[config.mk]
export PLATFORM = sky130hd
export DESIGN_NAME = plic_irq_conditioner
export DESIGN_NICKNAME = d
export VERILOG_FILES = /design/src/rtl/plic_irq_conditioner.sv
export SDC_FILE = /design/constraint.sdc
export NUM_CORES = 1
export LEC_CHECK = 0
export BUFFER_PORTS_ARGS = -buffer_cell sky130_fd_sc_hd__buf_2
export CORE_UTILIZATION = 40
export CTS_CLUSTER_DIAMETER = 200
export DETAILED_ROUTE_END_ITERATION = 10
export HOLD_SLACK_MARGIN = 0.02
export PLACE_DENSITY = 0.71
export SLEW_MARGIN = 20
export SYNTH_ARGS = -nofsm -noshare
export SYNTH_HDL_FRONTEND = slang
export SYNTH_SLANG_ARGS = --single-unit
[constraint.sdc]
create_clock -name clk_i -period 1.9 [get_ports clk_i]
set_input_delay 0.38 -clock clk_i [delete_from_list [all_inputs] [get_ports clk_i]]
set_output_delay 0.38 -clock clk_i [all_outputs]
set_load 0.01 [all_outputs]
[src/rtl/plic_irq_conditioner.sv]
// Per-source PLIC gateway: input conditioning, edge counting and claim/complete FSM.
// `define PLIC_IRQ_COND_SYNC_EN adds a SYNC_STAGES-deep input synchronizer.
module plic_irq_conditioner #(
  parameter int unsigned SYNC_STAGES = 2,
  parameter int unsigned CNT_WIDTH   = 4
) (
  input  logic                 clk_i,
  input  logic                 rst_i,
  input  logic                 irq_source_i,
  input  logic                 edge_mode_i,
  input  logic                 claim_i,
  input  logic                 completed_i,
  output logic                 irq_pending_o,
  output logic [CNT_WIDTH-1:0] edge_count_o,
  output logic                 overflow_o
);

`ifdef PLIC_IRQ_COND_SYNC_EN
  localparam bit SyncEn = 1'b1;
`else
  localparam bit SyncEn = 1'b0;
`endif
  localparam int unsigned SyncDepth = SyncEn ? SYNC_STAGES : 0;

  typedef enum logic [1:0] {
    IDLE    = 2'd0,
    PENDING = 2'd1,
    CLAIMED = 2'd2
  } state_e;

  logic                 sync;
  logic                 prev_q;
  logic                 edge_det;
  state_e               state_q, state_d;
  logic [CNT_WIDTH-1:0] cnt_q, cnt_d;
  logic                 ovf_q, ovf_d;
  logic                 claim_acc;
  logic                 cnt_nz;
  logic                 cnt_sat;

  if (SyncDepth == 0) begin : g_nosync
    assign sync = irq_source_i;
  end else begin : g_sync
    logic [SyncDepth-1:0] sync_q;
    always_ff @(posedge clk_i) begin
      if (rst_i) sync_q <= '0;
      else       sync_q <= (sync_q << 1) | SyncDepth'(irq_source_i);
    end
    assign sync = sync_q[SyncDepth-1];
  end

  // prev is cleared by reset, so a line already high afterwards reads as a new edge
  always_ff @(posedge clk_i) begin
    if (rst_i) prev_q <= 1'b0;
    else       prev_q <= sync;
  end

  assign edge_det  = sync & ~prev_q;
  assign claim_acc = (state_q == PENDING) & claim_i;
  assign cnt_nz    = |cnt_q;
  assign cnt_sat   = &cnt_q;

  always_comb begin
    cnt_d = cnt_q;
    ovf_d = ovf_q;
    if (!edge_mode_i) begin
      cnt_d = '0;
    end else if (edge_det && !claim_acc) begin
      if (cnt_sat) ovf_d = 1'b1;
      else         cnt_d = cnt_q + CNT_WIDTH'(1);
    end else if (claim_acc && !edge_det && cnt_nz) begin
      cnt_d = cnt_q - CNT_WIDTH'(1);
    end
  end

  // claim has priority over a same-cycle completion while pending
  always_comb begin
    state_d = state_q;
    case (state_q)
      IDLE: begin
        if (edge_mode_i ? (cnt_nz | edge_det) : sync) state_d = PENDING;
      end
      PENDING: begin
        if (claim_i)                    state_d = CLAIMED;
        else if (!edge_mode_i && !sync) state_d = IDLE;
      end
      CLAIMED: begin
        if (completed_i) state_d = IDLE;
      end
      default: state_d = IDLE;
    endcase
  end

  always_ff @(posedge clk_i) begin
    if (rst_i) begin
      state_q <= IDLE;
      cnt_q   <= '0;
      ovf_q   <= 1'b0;
    end else begin
      state_q <= state_d;
      cnt_q   <= cnt_d;
      ovf_q   <= ovf_d;
    end
  end

  assign irq_pending_o = (state_q == PENDING) & ~rst_i;
  assign edge_count_o  = rst_i ? '0 : cnt_q;
  assign overflow_o    = ovf_q;

endmodule

==> results by group, run 1 <==
Worst setup path
  – CP endpoint kind: flip-flop
  – FF-to-FF End: cnt_q[3]$_SDFFE_PP0P_
  – CP Class: reg2reg
  – R2R setup slack: 0.13 ns
  – Arrival time worst endpoint: 1.95 ns
  – Largest fanout on the critical path: 5
  – Critical path required time: 2.08 ns
  – Critical path launch point type: flip-flop
  – Critical R2R Launch: state_q[1]$_SDFFE_PP0P_
  – Reg2Reg Depth: 7

Route
  – Vias/cell: 5.69
  – First-pass iteration count of the detailed router: 4
  – DR WL/cell: 13.0 um
  – Vias: 529
  – Remaining DRCs: 0
  – DRT antenna net count: 0
  – Routed WL: 1210 um
  – DRT iter0 DRCs: 9

Synthesis
  – Largest cells by area after synthesis: dfxtp_1, nor2b_1, a21oi_1
  – Simple-gate share of the synthesized area: 0.360
  – Syn. warnings: 0
  – Synth Register Bits: 8
  – Mapped Nets: 71
  – Synth Cell Area: 528 um2
  – Count of different cell masters after synthesis: 32
  – Combinational family with the most area after synthesis: simple AND/OR/NAND/NOR gates
  – Synthesized instance count: 63
  – Biggest area consumer among synthesized cells: dfxtp_1
  – Post-synthesis adder-cell area fraction: 0.0474
  – Mux cell area share after synthesis: 0
  – Synth Area in Compound Gates: 0.230
  – Mapped Avg Cell Area: 8.38 um2
  – Post-synth top area share: 0.303
  – Synth Area in XOR/XNOR: 0.0166
  – Post-synthesis sequential area ratio: 0.303

Pwr
  – PD cells: 644 nW/um2
  – Cell Int Power: 0.000292 W
  – Power share of the clock group: 0.328
  – P_sw: 0.000119 W
  – Reg power frac: 0.450
  – Switch share: 0.290
  – Worst vdd ir: 0.415 mV
  – Leak: 0.265 nW
  – Comb pwr share: 0.222

Finish
  – Most frequent cells in the layout: buf_2, dfxtp_1, nor2b_1, a21oi_1
  – Layout Nets: 89
  – Most common cell after layout, fill and taps aside: buf_2
  – Share of cells above drive strength 1: 0.316
  – Post-Layout Cell Count: 93
  – Area grow syn2layout: 20.9%
  – Ant diodes: 0

Die
  – Total Die Area: 1470 um2
  – Die Wd: 38.3 um
  – Initial Util: 0.451
  – Die H: 38.3 um
  – Cell Rows: 12
  – Core area: 1170 um2
  – Ports: 12

Clock network
  – CTS Buf Count: 3
  – Postcts setup bufs: 0
  – Htree depth: 1
  – Clock root cell: clkbuf_4
  – Clock Latency Late Sink: 0.26 ns
  – Post-CTS Resized: 0
  – Cts hold-fix bufs: 0
  – Clock buffer depth: 2
  – CTS tree: built
  – Clk sink count: 8
  – Worst-path clk slew: 0.05 ns

Hold path
  – Worst hold path endpoint: state_q[0]$_SDFFE_PP0P_
  – Hold WC Path Type: in2reg
  – Hold Startpoint: claim_i
  – Worst hold path stage count: 2

Global routing
  – All-layer global routing usage: 0.195
  – Vias in the first global route: 471
  – First-pass GRT wire length: 1970 um
  – Maximum number of pins on one net before global-route repair: 11
  – GRT Residual Overflow: 0
  – Initial antenna violation count: 0

STA
  – Hold WS: 0.350 ns
  – Setup ws final: 0.131 ns
  – Slew Limit Fails: 0
  – Max Clock Skew: 0.00212 ns
  – Worst Tran Pin Value: 0.325 ns
  – Final cycle utilization of the critical path: 0.931
  – RSZ-0062 raised after global routing: no
  – Fmax: 565 MHz
  – Tmin final: 1.77 ns
  – Setup violators final: 0
  – Number of hold-slack violations in the final timing report: 0
  – Max-Slew Margin vs Limit: 0.778

Place
  – Port buffer count: 11
  – Final Wtd Congestion: 0.823
  – Cells after DPL: 90
  – DPL Wire Length: 913 um
  – Pre-CTS setup slack: -0.0286 ns

Run
  – Max-cap violations: 0

Outcome
  – Status: completed
-- how the worst max path moves through the flow --
stage | to | depth (start not counted) | startpoint | slack [ns]
global placement | cnt_q[3]$_SDFFE_PP0P_ | 8 | irq_source_i | 0.02
floorplan | cnt_q[3]$_SDFFE_PP0P_ | 7 | irq_source_i | 0.18
CTS | cnt_q[3]$_SDFFE_PP0P_ | 7 | state_q[1]$_SDFFE_PP0P_ | 0.14
finish | cnt_q[3]$_SDFFE_PP0P_ | 7 | state_q[1]$_SDFFE_PP0P_ | 0.13
detailed placement | cnt_q[3]$_SDFFE_PP0P_ | 8 | irq_source_i | -0.03
global route | cnt_q[3]$_SDFFE_PP0P_ | 7 | state_q[1]$_SDFFE_PP0P_ | 0.03
-- kinds of logic after synthesis --
group | count (synthesis)
compound gates | 18
buf+inv | 4
simple gates | 30
xor+xnor | 1
flops | 8
fa+ha+maj | 2
-- metrics by stage --
| stage | power [W] | setup TNS, ns | util | cell area [um2] |
|---|---|---|---|---|
| finish | 0.000411 | 0 | 0.545 | 638 |
| global route | 0.000427 | 0 | 0.545 | 638 |
| CTS | 0.000412 | 0 | 0.545 | 638 |
| detailed placement | 0.000278 | -0.0286 | 0.526 | 616 |
| global placement | 0.000275 | 0 | 0.526 | 616 |
| floorplan | 0.000250 | 0 | - | 528 |
-- Yosys cell counts --
master / count
a2111oi_0: 1
a211oi_2: 1
a21boi_1: 1
a21oi_1: 5
a221o_1: 1
a31oi_1: 2
and3_1: 1
and3_4: 1
and3b_1: 1
buf_6: 1
clkbuf_1: 1
dfxtp_1: 8
ha_1: 2
inv_1: 2
nand2_1: 3
nand2b_1: 2
nand3_1: 4
nand3b_1: 2
nand4_1: 1
nor2_1: 4
nor2b_1: 5
nor3_1: 1
nor3_2: 2
nor3b_1: 1
o21a_1: 1
o21ai_0: 3
o21ai_1: 1
o221a_2: 1
o22ai_1: 1
or3b_2: 1
or4_4: 1
xor2_1: 1
-- power groups by stage --
stage / clock, W / sequential (W) / combinational [W]
after floorplan: 0 / 0.000186 / 0.0000645
after global placement: 0 / 0.000188 / 0.0000874
after detailed placement: 0 / 0.000188 / 0.0000893
after CTS: 0.000137 / 0.000185 / 0.0000904
after global routing: 0.000140 / 0.000187 / 0.000101
final: 0.000135 / 0.000185 / 0.0000912
-- flip-flops by register name, summed over array words and instances, names as in the netlist --
name / count
overflow_o: 1
state_q: 2
prev_q: 1
cnt_q: 4
-- routing by layer --
layer  wire, um  vias to the layer above  global-route usage
met4         35                        0               0.129
met5          0                        -                   0
met2        589                       16               0.331
li1           -                      267                   -
met3         47                        4              0.0349
met1        540                      242               0.220
-- cell type report --
class	count	area, um2
clock buffers	3	22.5
fillers	114	533
inverters	2	7.51
multi-input cells	51	345
flip-flops and latches	8	160
well taps	14	17.5
repair buffers	15	85.1
-- critical path: stages (launching register included) --
cell and delay, ns:
dfxtp_1 0.37, nand3b_1 0.14, nand2_1 0.14, ha_1 0.35, o21ai_0 0.09, nand3b_1 0.12
o221a_2 0.30, a211oi_2 0.19
Power figures use the tool's default switching activity.
==> run 2: changes to the inputs <==
PLACE_DENSITY = 0.73   (was 0.71)
clock period = 1.4 ns   (was 1.9 ns; I/O delays follow)
==> run 2 against run 1 <==
Largest power group unchanged. The run now ends with setup timing left. Final area is 22% higher. Critical path depth is 1 higher. Critical endpoint is now cnt_q[2]$_SDFFE_PP0P_. Cell count is 11% higher. Flip-flop and latch count stayed put. Hold slack worse by 0.12 ns. Sequential share of layout area is 3.7 points lower. Critical path type unchanged. Combinational power is 98% higher. Non-clock buffer count is 10 higher.
==> results by group, run 2 (same netlist as run 1, synthesis figures left out) <==
Worst setup path
  – Arrival time worst endpoint: 1.74 ns (-0.21 ns)
  – Largest fanout on the critical path: 3 (-2)
  – Critical path launch point type: flip-flop
  – CP Class: reg2reg
  – CP endpoint kind: flip-flop
  – Critical-path cell list: nor2b_2 -> nand2_2 -> xor2_1 -> ha_2 -> o21ai_1 -> a31oi_1 -> a221o_1 -> a21oi_1
  – Critical path required time: 1.59 ns (-0.49 ns)
  – Crit path largest cell delay: 0.33 ns (-0.04 ns)
  – Crit-path slowest cell: dfxtp_2

Finish
  – Max reg flops: 4 (unchanged)
  – Most common cell after layout, fill and taps aside: buf_4
  – Ant diodes: 0 (unchanged)
  – Share of cells above drive strength 1: 0.539 (+0.223)
  – Top reg by flops: cnt_q
  – Final Cell Area: 777 um2 (+22%)
  – Largest registers: cnt_q (4), state_q (2)
  – Layout Nets: 99 (+11%)
  – Area grow syn2layout: 47.2%
  – Final Core Density: 0.663 (+0.119)
  – Most frequent cells in the layout: buf_4, buf_2, dfxtp_1
  – Post-Layout Cell Count: 103 (+11%)

Clock network
  – Clock buffer depth: 2 (unchanged)
  – CTS Buf Count: 3 (unchanged)
  – Htree depth: 1 (unchanged)
  – Clock root cell: clkbuf_4
  – Clock Latency Late Sink: 0.25 ns (about the same)
  – CTS tree: built
  – Clk sink count: 8 (unchanged)
  – Cts hold-fix bufs: 0 (unchanged)
  – Worst-path clk slew: 0.06 ns (about the same)

Global routing
  – First-pass GRT wire length: 2240 um (+14%)
  – Initial antenna violation count: 0 (unchanged)
  – Vias in the first global route: 542 (+15%)
  – All-layer global routing usage: 0.226 (+0.0308)
  – GRT Residual Overflow: 0 (unchanged)
  – Maximum number of pins on one net before global-route repair: 11 (unchanged)

Place
  – Final Wtd Congestion: 0.779 (-5.3%)
  – Port buffer count: 11 (unchanged)
  – DPL Wire Length: 984 um (+7.8%)
  – Cells after DPL: 96 (+6.7%)
  – DP Area: 682 um2 (+11%)

STA
  – Max-Slew Margin vs Limit: 0.802 (+0.0246)
  – Max Clock Skew: 0.000991 ns (-0.00113 ns)
  – RSZ-0062 raised after global routing: yes
  – Tmin final: 1.55 ns (-0.222 ns)
  – Fmax: 647 MHz (+14%)
  – Number of hold-slack violations in the final timing report: 0 (unchanged)
  – Setup violators final: 4 (+4)
  – Slew Limit Fails: 0 (unchanged)
  – Final cycle utilization of the critical path: 1.10 (+0.174)
  – TNS Setup: -0.342 ns (-0.342 ns)
  – Worst Tran Pin Value: 0.296 ns (-0.0292 ns)
  – Setup ws final: -0.146 ns (-0.278 ns)

Die
  – Core area: 1170 um2 (unchanged)
  – Die Wd: 38.3 um (unchanged)
  – Cell Rows: 12 (unchanged)
  – Initial Util: 0.451 (unchanged)
  – Die H: 38.3 um (unchanged)
  – Ports: 12 (unchanged)
  – Total Die Area: 1470 um2 (unchanged)

Run
  – Max-cap violations: 0 (unchanged)

Route
  – DR WL/cell: 12.7 um (-2.8%)
  – Remaining DRCs: 0 (unchanged)
  – Routed WL: 1310 um (+7.7%)
  – Vias: 589 (+11%)
  – DRT antenna net count: 0 (unchanged)
  – Vias/cell: 5.72 (+0.53%)
  – First-pass iteration count of the detailed router: 4 (unchanged)
  – DRT iter0 DRCs: 17 (+8)

Pwr
  – Worst vdd ir: 0.505 mV (+22%)
  – PD cells: 792 nW/um2 (+23%)
  – Leak: 0.323 nW (+22%)
  – Pwr Total: 0.000615 W (+50%)

Hold path
  – Hold WC Path Type: in2reg

Outcome
  – Failing checks: setup timing
  – Status: finished with violations
## run 2: critical path, delay by kind of cell, from the launching register on
| kind | cells | cell delay, ns |
|---|---|---|
| adders and majority gates | 1 | 0.20 |
| and+or+nand+nor | 2 | 0.24 |
| AOI/OAI and AO/OA | 4 | 0.55 |
| xor gates and xnor gates | 1 | 0.16 |
| DFF | 1 | 0.33 |
## run 2: cell type report
class                   instances  area, um2
clock buffers                   3       22.5
fillers                       102        394
inverters                       2       7.51
multi-input cells              51        399
flip-flops and latches          8        166
well taps                      14       17.5
repair buffers                 25        164
## run 2: metrics by stage
stage / hold slack [ns] / setup WS, ns
floorplan: 0.395 / -0.136
global placement: 0.445 / -0.168
detailed placement: 0.466 / -0.221
CTS: 0.243 / -0.151
global route: 0.233 / -0.245
finish: 0.231 / -0.146
## run 2: power breakdown
part | switching (W) | total [W] | internal [W] | leakage (nW)
sequential | 0.00000935 | 0.000248 | 0.000238 | 0.0668
clock | 0.0000875 | 0.000186 | 0.0000988 | 0.0138
combinational | 0.0000846 | 0.000181 | 0.0000968 | 0.242
## run 2: final timing paths
check / end / slack [ns] / depth (start not counted) / startpoint
setup / recovery: cnt_q[2]$_SDFFE_PP0P_ / -0.15 / 8 / prev_q$_SDFF_PP0_
hold / removal: state_q[0]$_SDFFE_PP0P_ / 0.23 / 2 / claim_i
setup reg to reg: cnt_q[2]$_SDFFE_PP0P_ / -0.15 / 8 / prev_q$_SDFF_PP0_
hold reg to reg: overflow_o$_SDFFE_PP0P_ / 0.47 / 2 / overflow_o$_SDFFE_PP0P_
## run 2: metal layers
layer | up-vias | share of wire | global-route usage | wire length, um
li1 | 292 | - | - | -
met5 | - | 0 | 0 | 0
met1 | 277 | 0.44 | 0.268 | 571
met3 | 2 | 0.032 | 0.0349 | 42
met4 | 0 | 0.0084 | 0.129 | 11
met2 | 18 | 0.52 | 0.381 | 681
## run 2: what timing repair did
action | CTS | global route
resized for setup | 2 | 10
cloned | 0 | 0
buffers inserted | 3 | 1
endpoints found under the hold margin | 0 | 0
setup endpoints to repair | 4 | 5
pin swaps | 4 | 11
==> run 3: changes to the inputs <==
BUFFER_PORTS_ARGS = -buffer_cell sky130_fd_sc_hd__buf_4   (was -buffer_cell sky130_fd_sc_hd__buf_2)
==> run 3 against run 2 <==
The run still ends with setup timing left. Total power is 0.27% lower. Wire length is 2.2% higher. Cell count stayed put. Combinational power hardly changed. Critical path type unchanged. Critical endpoint is now cnt_q[3]$_SDFFE_PP0P_. Largest cell class unchanged. Largest power group unchanged.
==> results by group, run 3 (same netlist as run 1, synthesis figures left out) <==
Route
  – Vias/cell: 5.55 (-2.9%)
  – Routed WL: 1340 um (+2.2%)
  – Vias: 572 (-2.9%)
  – DRT iter0 DRCs: 4 (-13)
  – First-pass iteration count of the detailed router: 4 (unchanged)
  – DRT antenna net count: 0 (unchanged)
  – DR WL/cell: 13.0 um (+2.2%)
  – Remaining DRCs: 0 (unchanged)

STA
  – Tmin final: 1.58 ns (+0.0347 ns)
  – Max Clock Skew: 0.00297 ns (+0.00198 ns)
  – Setup violators final: 2 (-2)
  – Max-Slew Margin vs Limit: 0.790 (-0.0124)
  – Number of hold-slack violations in the final timing report: 0 (unchanged)
  – Final cycle utilization of the critical path: 1.13 (+0.0248)
  – Setup ws final: -0.181 ns (-0.0347 ns)
  – RSZ-0062 raised after global routing: yes
  – Slew Limit Fails: 0 (unchanged)
  – Worst Tran Pin Value: 0.307 ns (+0.0114 ns)
  – Fmax: 633 MHz (-2.2%)
  – TNS Setup: -0.308 ns (+0.0337 ns)

Finish
  – Final Cell Area: 782 um2 (+0.64%)
  – Most common cell after layout, fill and taps aside: buf_4
  – Most frequent cells in the layout: buf_4, a21oi_1, dfxtp_1
  – Share of cells above drive strength 1: 0.494 (-0.0449)
  – Register area: 164 um2 (-1.5%)
  – Final Core Density: 0.668 (+0.00427)
  – Layout Nets: 99 (unchanged)
  – Largest registers: cnt_q (4), state_q (2)
  – Top reg by flops: cnt_q
  – Ant diodes: 0 (unchanged)
  – Area grow syn2layout: 48.1%
  – Fillers: 107 (+4.9%)
  – Post-Layout Cell Count: 103 (unchanged)
  – Multi-input logic area: 383 um2 (-4.1%)
  – Max reg flops: 4 (unchanged)

Die
  – Ports: 12 (unchanged)
  – Initial Util: 0.451 (unchanged)
  – Cell Rows: 12 (unchanged)
  – Die Wd: 38.3 um (unchanged)
  – Core area: 1170 um2 (unchanged)
  – Die H: 38.3 um (unchanged)
  – Total Die Area: 1470 um2 (unchanged)

Worst setup path
  – Largest fanout on the critical path: 4 (+1)
  – WP buf/inv: 0 (unchanged)
  – Delay-heaviest family, CP: compound AO/OA/AOI/OAI gates
  – Arrival time worst endpoint: 1.76 ns (+0.02 ns)
  – Crit-path slowest cell: dfxtp_2
  – CP endpoint kind: flip-flop
  – Crit path largest cell delay: 0.31 ns (-0.02 ns)
  – Most frequent CP cell: nand3b_1
  – Critical path required time: 1.58 ns (about the same)
  – CP Class: reg2reg
  – Critical-path cell list: nand3b_1 -> nand2_4 -> ha_4 -> o21ai_2 -> nand3b_1 -> o221a_2 -> a211oi_2
  – Critical path launch point type: flip-flop

Run
  – Max-cap violations: 0 (unchanged)

Place
  – Cells after DPL: 99 (+3.1%)
  – DPL Wire Length: 1030 um (+4.5%)
  – DP Area: 732 um2 (+7.3%)
  – Final Wtd Congestion: 0.818 (+4.9%)
  – Port buffer count: 11 (unchanged)

Global routing
  – GRT busiest layer: met2
  – Met1 GRT Util: 0.246 (-0.0214)
  – GRT Residual Overflow: 0 (unchanged)
  – M2 GR Usage: 0.352 (-0.0297)
  – All-layer global routing usage: 0.208 (-0.0182)
  – Initial antenna violation count: 0 (unchanged)
  – First-pass GRT wire length: 2070 um (-7.7%)
  – Maximum number of pins on one net before global-route repair: 11 (unchanged)
  – Vias in the first global route: 494 (-8.9%)
  – Met3 Use GR: 0.0349 (unchanged)

Clock network
  – Clock Latency Late Sink: 0.26 ns (about the same)
  – CTS Buf Count: 3 (unchanged)
  – Clk sink count: 8 (unchanged)
  – CTS tree: built
  – Clock buffer depth: 2 (unchanged)
  – Clock root cell: clkbuf_4
  – Worst-path clk slew: 0.06 ns (about the same)
  – Htree depth: 1 (unchanged)
  – Cts hold-fix bufs: 0 (unchanged)

Pwr
  – PD cells: 785 nW/um2 (-0.91%)
  – Worst vdd ir: 0.628 mV (+24%)
  – Pwr Total: 0.000614 W (-0.27%)
  – Leak: 0.327 nW (+1.2%)

Outcome
  – Failing checks: setup timing
  – Status: finished with violations

Hold path
  – Hold WC Path Type: in2reg
run 3: cell counts in the layout (fill, tap and decap cells not counted):
No cell type changed its count.
run 3: final timing paths:
check | cells past startpoint | start | slack [ns] | end
worst max register to register | 7 | state_q[1]$_SDFFE_PP0P_ | -0.18 | cnt_q[3]$_SDFFE_PP0P_
worst min register to register | 2 | overflow_o$_SDFFE_PP0P_ | 0.48 | overflow_o$_SDFFE_PP0P_
worst min-delay path | 2 | claim_i | 0.23 | state_q[0]$_SDFFE_PP0P_
worst max-delay path | 7 | state_q[1]$_SDFFE_PP0P_ | -0.18 | cnt_q[3]$_SDFFE_PP0P_
run 3: per-stage QoR:
step | setup slack (ns) | hold WS, ns
2_1_floorplan | -0.136 | 0.395
3_3_place_gp | -0.159 | 0.452
3_5_place_dp | -0.205 | 0.466
4_1_cts | -0.138 | 0.232
5_1_grt | -0.222 | 0.238
6_report | -0.181 | 0.233
run 3: timing repair:
item,4_1_cts,5_1_grt
pin swaps,2,7
gates resized for setup,1,5
setup buffers,0,1
endpoints found under the setup margin,2,6
run 3: routing by layer:
metal  part of all wire  vias to the layer above
met5                  0                        -
met4              0.016                        0
met3              0.036                        2
met2               0.50                       13
met1               0.45                      267
li1                   -                      290
run 3: layout make-up:
| cell class | count | area share |
|---|---|---|
| Tap cell | 14 | 0.0224 |
| Multi-Input combinational cell | 51 | 0.490 |
| Timing Repair Buffer | 25 | 0.240 |
| Sequential cell | 8 | 0.210 |
| Clock buffer | 3 | 0.0288 |
| Inverter | 2 | 0.00960 |
run 3: power by group:
| group | switching, W | total [W] | internal [W] | leakage (nW) |
|---|---|---|---|---|
| combinational | 0.0000810 | 0.000180 | 0.0000991 | 0.246 |
| sequential | 0.00000973 | 0.000249 | 0.000240 | 0.0665 |
| clock | 0.0000856 | 0.000184 | 0.0000986 | 0.0138 |
run 3: worst register-to-register path: stages (launching register included):
cell,delay (ns)
dfxtp_2,0.31
nand3b_1,0.20
nand2_4,0.11
ha_4,0.21
o21ai_2,0.05
nand3b_1,0.10
o221a_2,0.31
a211oi_2,0.20
